[config.mk]
export PLATFORM = sky130hd
export DESIGN_NAME = prio_arbiter
export DESIGN_NICKNAME = d
export VERILOG_FILES = /design/src/rtl/prio_arbiter_pkg.sv /design/src/rtl/prio_arbiter_rr_pick.sv /design/src/rtl/prio_arbiter.sv
export SDC_FILE = /design/constraint.sdc
export NUM_CORES = 1
export LEC_CHECK = 0
export CELL_PAD_IN_SITES_DETAIL_PLACEMENT = 0
export CELL_PAD_IN_SITES_GLOBAL_PLACEMENT = 1
export CORE_UTILIZATION = 43
export DETAILED_ROUTE_END_ITERATION = 10
export PLACE_DENSITY = 0.78
export SYNTH_ARGS = -nofsm -noshare
export SYNTH_HDL_FRONTEND = slang
export SYNTH_HIERARCHICAL = 1
export SYNTH_SLANG_ARGS = --single-unit
[constraint.sdc]
create_clock -name clock -period 3.6 [get_ports clock]
set_clock_uncertainty 0.05 [all_clocks]
set_input_delay 0.36 -clock clock [delete_from_list [all_inputs] [get_ports clock]]
set_output_delay 0.36 -clock clock [all_outputs]
set_load 0.02 [all_outputs]
[src/rtl/prio_arbiter_pkg.sv]
// prio_arbiter_pkg
//   Shared definitions for the 4-way priority arbiter: requester count,
//   index width, hold-counter width, FSM state encoding and a one-hot helper.
package prio_arbiter_pkg;

    localparam int unsigned N_REQ  = 4;
    localparam int unsigned IDX_W  = 2;
    localparam int unsigned HOLD_W = 4;

    typedef enum logic [1:0] {
        IDLE  = 2'd0,
        GRANT = 2'd1,
        GAP   = 2'd2
    } state_t;

    function automatic logic [N_REQ-1:0] idx_to_onehot(input logic [IDX_W-1:0] idx);
        logic [N_REQ-1:0] oh;
        oh      = '0;
        oh[idx] = 1'b1;
        return oh;
    endfunction

endpackage

[src/rtl/prio_arbiter_rr_pick.sv]
// rr_pick
//   Combinational winner selection for the arbiter.
//   Ports:
//     req   in  N_REQ  request vector
//     ptr   in  IDX_W  rotating start index (ignored when rr_en=0)
//     rr_en in  1      1 = search upward from ptr with wrap, 0 = lowest index wins
//     idx   out IDX_W  winning index (0 when no request)
//     any   out 1      at least one request present
module rr_pick
    import prio_arbiter_pkg::*;
(
    input  logic [N_REQ-1:0] req,
    input  logic [IDX_W-1:0] ptr,
    input  logic             rr_en,
    output logic [IDX_W-1:0] idx,
    output logic             any
);

    logic [IDX_W-1:0] base;
    logic [IDX_W-1:0] cand;

    always_comb begin
        idx  = '0;
        any  = 1'b0;
        cand = '0;
        base = rr_en ? ptr : '0;
        // cand is IDX_W wide, so base + i wraps 3 -> 0 on its own.
        for (int unsigned i = 0; i < N_REQ; i++) begin
            cand = base + IDX_W'(i);
            if (!any && req[cand]) begin
                idx = cand;
                any = 1'b1;
            end
        end
    end

endmodule

[src/rtl/prio_arbiter.sv]
// prio_arbiter
//   4-requester arbiter with rotating or fixed priority, bounded grant hold
//   time and a one-cycle release gap. Every output is a flop.
//   Parameters:
//     MAX_HOLD  maximum consecutive grant cycles (1..15)
//     RR_EN     1 = rotating priority, 0 = fixed priority (index 0 highest)
//   Ports:
//     clock      in  1      rising-edge clock
//     reset      in  1      asynchronous active-low reset
//     enable     in  1      allows new grants from IDLE
//     req        in  4      level-sensitive requests
//     gnt        out 4      one-hot grant or zero
//     gnt_idx    out 2      binary index of the granted requester
//     gnt_valid  out 1      OR of gnt
//     done       out 1      one-cycle pulse per grant release
//     busy       out 1      high whenever the arbiter is not IDLE
module prio_arbiter
    import prio_arbiter_pkg::*;
#(
    parameter int unsigned MAX_HOLD = 8,
    parameter int unsigned RR_EN    = 1
) (
    input  logic             clock,
    input  logic             reset,
    input  logic             enable,
    input  logic [N_REQ-1:0] req,
    output logic [N_REQ-1:0] gnt,
    output logic [IDX_W-1:0] gnt_idx,
    output logic             gnt_valid,
    output logic             done,
    output logic             busy
);

    state_t            state;
    logic [IDX_W-1:0]  ptr;
    logic [HOLD_W-1:0] hold_cnt;
    logic [IDX_W-1:0]  pick_idx;
    logic              pick_any;
    logic              release_now;

    rr_pick u_pick (
        .req   (req),
        .ptr   (ptr),
        .rr_en (RR_EN != 0),
        .idx   (pick_idx),
        .any   (pick_any)
    );

    // A dropped request and a hold timeout on the same edge still give a
    // single release, since both feed one condition.
    assign release_now = !req[gnt_idx] || (hold_cnt == HOLD_W'(MAX_HOLD));

    always_ff @(posedge clock or negedge reset) begin
        if (!reset) begin
            state     <= IDLE;
            gnt       <= '0;
            gnt_idx   <= '0;
            gnt_valid <= 1'b0;
            done      <= 1'b0;
            busy      <= 1'b0;
            ptr       <= '0;
            hold_cnt  <= '0;
        end else begin
            case (state)
                IDLE: begin
                    done <= 1'b0;
                    if (enable && pick_any) begin
                        state     <= GRANT;
                        gnt       <= idx_to_onehot(pick_idx);
                        gnt_idx   <= pick_idx;
                        gnt_valid <= 1'b1;
                        busy      <= 1'b1;
                        hold_cnt  <= HOLD_W'(1);
                    end
                end
                GRANT: begin
                    if (release_now) begin
                        state     <= GAP;
                        gnt       <= '0;
                        gnt_valid <= 1'b0;
                        done      <= 1'b1;
                        ptr       <= gnt_idx + IDX_W'(1);
                    end else begin
                        hold_cnt <= hold_cnt + HOLD_W'(1);
                    end
                end
                GAP: begin
                    state <= IDLE;
                    done  <= 1'b0;
                    busy  <= 1'b0;
                end
                default: begin
                    state <= IDLE;
                end
            endcase
        end
    end

endmodule

# Yosys cells after proc, flatten, opt, wreduce, memory -nomap -nowiden
# Index checks and enable logic that the tools add are counted.
[totals]
latch_bits = 0
out_inout_bits = 9
rom_bits = 0
wordCells = 83
n_memories = 0
ramBits = 0
regBits = 17
[classes]
mux = 35
n_bitwise = 0
n_addsub = 5
eq_ne = 6
shifts = 0
magnitude_cmp = 7
mul = 0
reduce_logical = 22
n_div = 0
[ops]
columns = ["cell", "n"]
rows = [
  ["$lt 2x3->1 const B", 6],
  ["$mux 4", 4],
  ["$pmux 4 s2", 2],
  ["$mux 1", 13],
  ["$mux 2", 6],
  ["$bmux 1 s2", 5],
  ["$reduce_and 2->1", 5],
  ["$ne 2x2->1 const B", 3],
  ["$pmux 1 s2", 3],
  ["$reduce_and 3->1", 2],
  ["$reduce_bool 2->1", 3],
  ["$logic_and 1x1->1", 5],
  ["$add 2x1->2 const B", 2],
  ["$add 2x2->2 const B", 2],
  ["$add 4x1->4 const B", 1],
  ["$eq 4x4->1 const B", 1],
  ["$logic_not 1->1", 4],
  ["$pmux 2 s2", 1],
  ["$demux 1 s2", 1],
  ["$eq 2x1->1 const B", 1],
  ["$eq 2x2->1 const B", 1],
  ["$ge 2x1->1 const B", 1],
  ["$logic_not 2->1", 1],
  ["$reduce_or 2->1", 1],
  ["$logic_or 1x1->1", 1],
]

# Depth between registers and ports, before layout
[logic_depth]
ltp_word = 18
ltp_mapped = 9
depth_no_buf = 7

# By module
# Netlist, hierarchy kept.
[modules_own_cells]
columns = ["mod", "area_per_inst_um2", "cells_each", "n_inst"]
rows = [
  ["prio_arbiter", 783.3, 69, 1],
  ["rr_pick", 281.5, 43, 1],
]

# Worst setup path after synthesis
# No wires, ideal clock.
[synth_path]
path_type = "reg-to-reg"
startpoint = "reg ptr[0]"
endpoint = "reg hold_cnt[1]"
path_stages_with_launch = 9
t_required_ns = 3.425
path_slack_ns = 1.512
setup_time_ns = 0.125
arrival_ns = 1.913
cell_sequence = "dfrtp_1 > buf_4 > and4bb_2 > nor3_1 > o32ai_1 > nand2_1 > nor4bb_1 > nor2_1 > mux2_2"
[synth_via]
elab_chain_len = 15
elab_cells_between_ends = 24
cone_classes = "3 x add/sub; 1 x eq/ne; 12 x mux; 8 x reduce/logical"
[synth_lines]
columns = ["element", "line", "rtl"]
rows = [
  ["from (decl)", "prio_arbiter.sv:35", "logic [IDX_W-1:0] ptr;"],
  ["from (signal assigned)", "prio_arbiter.sv:82", "ptr <= gnt_idx + IDX_W'(1);"],
  ["parallel branches: the longest is 11 deep, another holds $add 2x1->2", "-", ""],
  ["$mux 1 *", "prio_arbiter_rr_pick.sv:30", "if (!any && req[cand]) begin"],
  ["named net pick_any", "prio_arbiter.sv:38", "logic pick_any;"],
  ["$logic_and 1x1->1 *", "prio_arbiter.sv:67", "if (enable && pick_any) begin"],
  ["$ne 2x2->1 (no line) *", "-", ""],
  ["$reduce_and 3->1 (no line) *", "-", ""],
  ["to (signal assigned)", "prio_arbiter.sv:84", "hold_cnt <= hold_cnt + HOLD_W'(1);"],
  ["to (decl)", "prio_arbiter.sv:36", "logic [HOLD_W-1:0] hold_cnt;"],
]
# Mark *: on every way through the listed nets, which the timed path passes. The select of a mux whose other input is x is not followed.
# A chain may end at the register's enable or synchronous reset.

# Worst setup path after layout
[layout_path]
startpoint = "in req[0]"
endpoint = "reg gnt[2]"
[layout_via]
elab_cells_between_ends = 37
cone_classes = "2 x order compare; 2 x eq/ne; 22 x mux; 11 x reduce/logical"
[layout_lines]
columns = ["element", "line", "rtl"]
rows = [
  ["from (decl)", "prio_arbiter.sv:26", "input logic [N_REQ-1:0] req,"],
  ["$bmux 1 s2", "prio_arbiter_rr_pick.sv:30", ""],
  ["$mux 1 (implied by the code)", "prio_arbiter_rr_pick.sv:30", ""],
  ["$mux 1", "prio_arbiter_rr_pick.sv:30", ""],
  ["$logic_not 1->1", "prio_arbiter_rr_pick.sv:30", ""],
  ["$logic_and 1x1->1", "prio_arbiter_rr_pick.sv:30", ""],
  ["$mux 1", "prio_arbiter_rr_pick.sv:30", ""],
  ["$logic_not 1->1", "prio_arbiter_rr_pick.sv:30", ""],
  ["$logic_and 1x1->1", "prio_arbiter_rr_pick.sv:30", ""],
  ["$mux 1", "prio_arbiter_rr_pick.sv:30", ""],
  ["$logic_not 1->1", "prio_arbiter_rr_pick.sv:30", ""],
  ["$logic_and 1x1->1", "prio_arbiter_rr_pick.sv:30", ""],
  ["$mux 1 *", "prio_arbiter_rr_pick.sv:30", ""],
  ["named net pick_any", "prio_arbiter.sv:38", ""],
  ["$logic_and 1x1->1 *", "prio_arbiter.sv:67", ""],
  ["$ne 2x2->1 (no line) *", "-", ""],
  ["$reduce_and 3->1 (no line) *", "-", ""],
  ["to (signal assigned)", "prio_arbiter.sv:69", "gnt <= idx_to_onehot(pick_idx);"],
  ["to (decl)", "prio_arbiter.sv:27", "output logic [N_REQ-1:0] gnt,"],
]
# Mark *: on every way through the listed nets, which the timed path passes. The rest lies on a longest branch. The select of a mux whose other input is x is not followed.

==> summary.md <==
| Metric | Value |
|---|---|
| Critical Path Source Type | input pin |
| Sinks on Clock Net | 17 |
| Setup total negative slack | 0 ps |
| Class of the tightest hold or removal check | input pin to asynchronous set/reset pin |
| Maximum net fanout on the critical path | 7 |
| Critical path capture point type | flop |
| # port buffers | 15 |
| Synth-to-Final Area Change | 16.7% |
| Worst setup slack before clock tree synthesis | between 600 and 700 ps |
| # diodes | 0 |
| First-pass GRT wire length | ~4000 µm |
| Max-slew violation count | 0 |
| Most used flip-flop cell after synthesis | dfrtp_1 |
| Outcome | completed |
| Number of nets in the layout | 136 |
| Post-synth design cell area | between 1000 and 1500 µm² |
| Routability Congestion | roughly 0.8 |
| Final-report setup violation count | 0 |
| Final WS setup | slightly above 900 ps |
| Initial detailed-routing violation count | 29 |
| CTS Buf Count | 3 |
| CP required | between 3000 and 4000 ps |
| Post-detailed-route count of antenna-violating nets | 0 |
| Initial antenna violation count | 0 |
| Starting density of the core | 0.468 |
| Detailed Routing Iterations Pass 1 | 4 |
| Clock Tree Root | clkbuf_4 |
| Pwr/cell area | about 760 nW/µm² |
| Total wire length | approximately 2300 µm |
| Synthesized instance count | between 100 and 150 |
| Total power | between 0.9 and 1 mW |
| Max rail drop VDD | roughly 510 µV |
| Post-synthesis sequential element count | 17 |
| Routed length per instance | 14.7 µm |
| Leakage power figure | between 0.5 and 0.6 nW |
| Placed Instance Area | ~1200 µm² |
| Crit Path Class | input pin to flop |
| Number of global-route vias before repair | approximately 910 |
| Share of post-route cells with drive strength above 1 | 0.111 |
| Overall die height | between 50 and 60 µm |
| Clk pin slew, worst setup/hold paths | 100 ps |
| Setup repair after global routing missed its margin | no |
| Max Clk Rate | approximately 370 MHz |
| Worst hold-check slack | between 400 and 500 ps |
| Core box area | between 2000 and 2500 µm² |
| Hpwl dp | 1650 µm |
| Unique masters post-synth | 45 |
| Standard-cell rows | 17 |
| Clock Path Buffers | 2 |
| Transition time at the pin with the least slew margin | 814 ps |
| Number of buffers inserted for hold repair after clock tree synthesis | 0 |
| Post-route fraction of the period consumed by the critical path | 0.748 |
| Pin count of the biggest net entering global routing | 18 |
| Remaining DRCs | 0 |
| Relative max-transition margin | 0.450 |
| Post-synth net total | roughly 120 |
| Count of max-cap constraint violations | 0 |
| Worst skew pair latency | 290 ps |
| Time the worst path needs with I/O delays and setup | about 2700 ps |
| Total Routing Usage GR | 0.205 |
| Number of buffers inserted to repair setup after CTS | 0 |
| Synthesized area per cell | roughly 9.5 µm² |
| Proportion of register bits with asynchronous set or reset after synthesis | 1.00 |
| Avg Vias per Cell | 5.81 |
| Area of the die | about 2700 µm² |
| Number of synthesized flops with an enable pin | 0 |
| Gates resized, CTS repair | 0 |
| Fraction of met2 tracks used by global routing | 0.344 |
| Clock tree from TritonCTS | built |
| Layer with the highest usage | met2 |
| Overall via count from detail_route | approximately 900 |
| Reg-to-reg slack, setup | roughly 970 ps |
| Design area | about 1200 µm² |
| Met3 track utilization from global routing | 0.0526 |
| Count of boundary I/O pins | 16 |
| Congestion Overflow GR | 0 |
| Sequential cell area fraction in the yosys report | 0.400 |
| Horizontal die dimension | between 50 and 60 µm |
| Final hold violation count | 0 |
| Ys Warns | 6 |
| Arrival time of data at the critical path endpoint | around 2900 ps |
| Met1 Use GR | 0.273 |
| # H-tree levels | 1 |
==> power by group <==
group	switching, mW	total (mW)	internal [mW]
Clock	0.0611	0.102	0.0413
Combinational	0.247	0.483	0.236
Sequential	0.0949	0.364	0.269
Total	0.403	0.950	0.547
==> state kept, by name (all words and copies together), names as in the netlist <==
name and count:
gnt_idx 2, done 1, gnt 4, ptr 2
state 2, busy 1, gnt_valid 1, hold_cnt 4
==> kinds of logic (layout without fill, tap and decap cells) <==
kind of cell | after synthesis | in the layout | share of synthesized area
simple gates | 42 | 42 | 0.215
xor+xnor | 2 | 2 | 0.0165
mux | 9 | 9 | 0.103
compound gates | 26 | 26 | 0.177
other cells | 1 | 1 | 0.00352
buf+inv | 13 | 27 | 0.0611
flops | 17 | 17 | 0.400
fa+ha+maj | 2 | 2 | 0.0235
==> Yosys cell counts, drive strengths merged (2+ instances only) <==
| cell | number | area, µm² |
|---|---|---|
| dfrtp | 17 | 425 |
| nand2 | 13 | 48.8 |
| inv | 8 | 30.0 |
| nor2 | 8 | 30.0 |
| a21oi | 5 | 25.0 |
| mux2i | 5 | 50.1 |
| o21ai | 5 | 25.0 |
| buf | 4 | 31.3 |
| nand3 | 4 | 20.0 |
| mux2 | 3 | 37.5 |
| o22ai | 3 | 18.8 |
| a21o | 2 | 16.3 |
| ha | 2 | 25.0 |
| nand2b | 2 | 12.5 |
| nor3 | 2 | 10.0 |
| nor3b | 2 | 15.0 |
| o2bb2ai | 2 | 17.5 |
| o311ai | 2 | 17.5 |
| o32ai | 2 | 17.5 |
| xor2 | 2 | 17.5 |
==> final timing paths <==
kind / startpoint / endpoint / cells after the start
max: req[0] / gnt[2] / 8
min: reset / hold_cnt[2] / 1
max reg2reg: ptr[1] / gnt[2] / 7
min reg2reg: done / done / 1
max in group asynchronous: reset / ptr[0] / 1
min in group clock: done / done / 1
==> critical path, stage by stage <==
cell	delay [ps]
clkdlybuf4s50_1	580
and4bb_2	290
nor3_1	250
o32ai_1	150
nand2_1	100
nor4bb_1	710
nand2_1	210
o22ai_1	200
==> per-layer routing <==
metal  routed length [µm]  vias to the layer above
met1                 1070                      432
met5                    0                        -
met2                 1100                       22
met4                   14                        0
met3                   84                        4
li1                     -                      437
==> per-stage QoR <==
stage,utilization,std cells
after global placement,0.534,150
after CTS,0.546,154
final,0.546,154
after global routing,0.546,154
after floorplan,-,112
after detailed placement,0.534,150
==> cell usage in the layout, fill, tap and decap left out, types with 2 or more instances in the layout <==
cell,synthesis,routed
a21oi_1,5,5
clkbuf_4,0,3
clkdlybuf4s50_1,0,15
dfrtp_1,17,17
ha_1,2,2
inv_1,8,8
mux2_2,2,2
mux2i_1,5,5
nand2_1,13,13
nand2b_1,2,2
nand3_1,4,4
nor2_1,8,8
nor3_1,2,2
nor3b_1,2,2
o21ai_0,4,4
o22ai_1,3,3
o2bb2ai_1,2,2
o32ai_1,2,2
xor2_1,2,2
==> layout make-up <==
type / count / area [µm²]
clock buffers: 3 / 22.5
clock inverters: 1 / 5.00
fillers: 213 / 1030
inverters: 8 / 30.0
multi-input cells: 82 / 574
flip-flops and latches: 17 / 425
well taps: 28 / 35.0
repair buffers: 15 / 150
(Power assumes the default switching activity.)
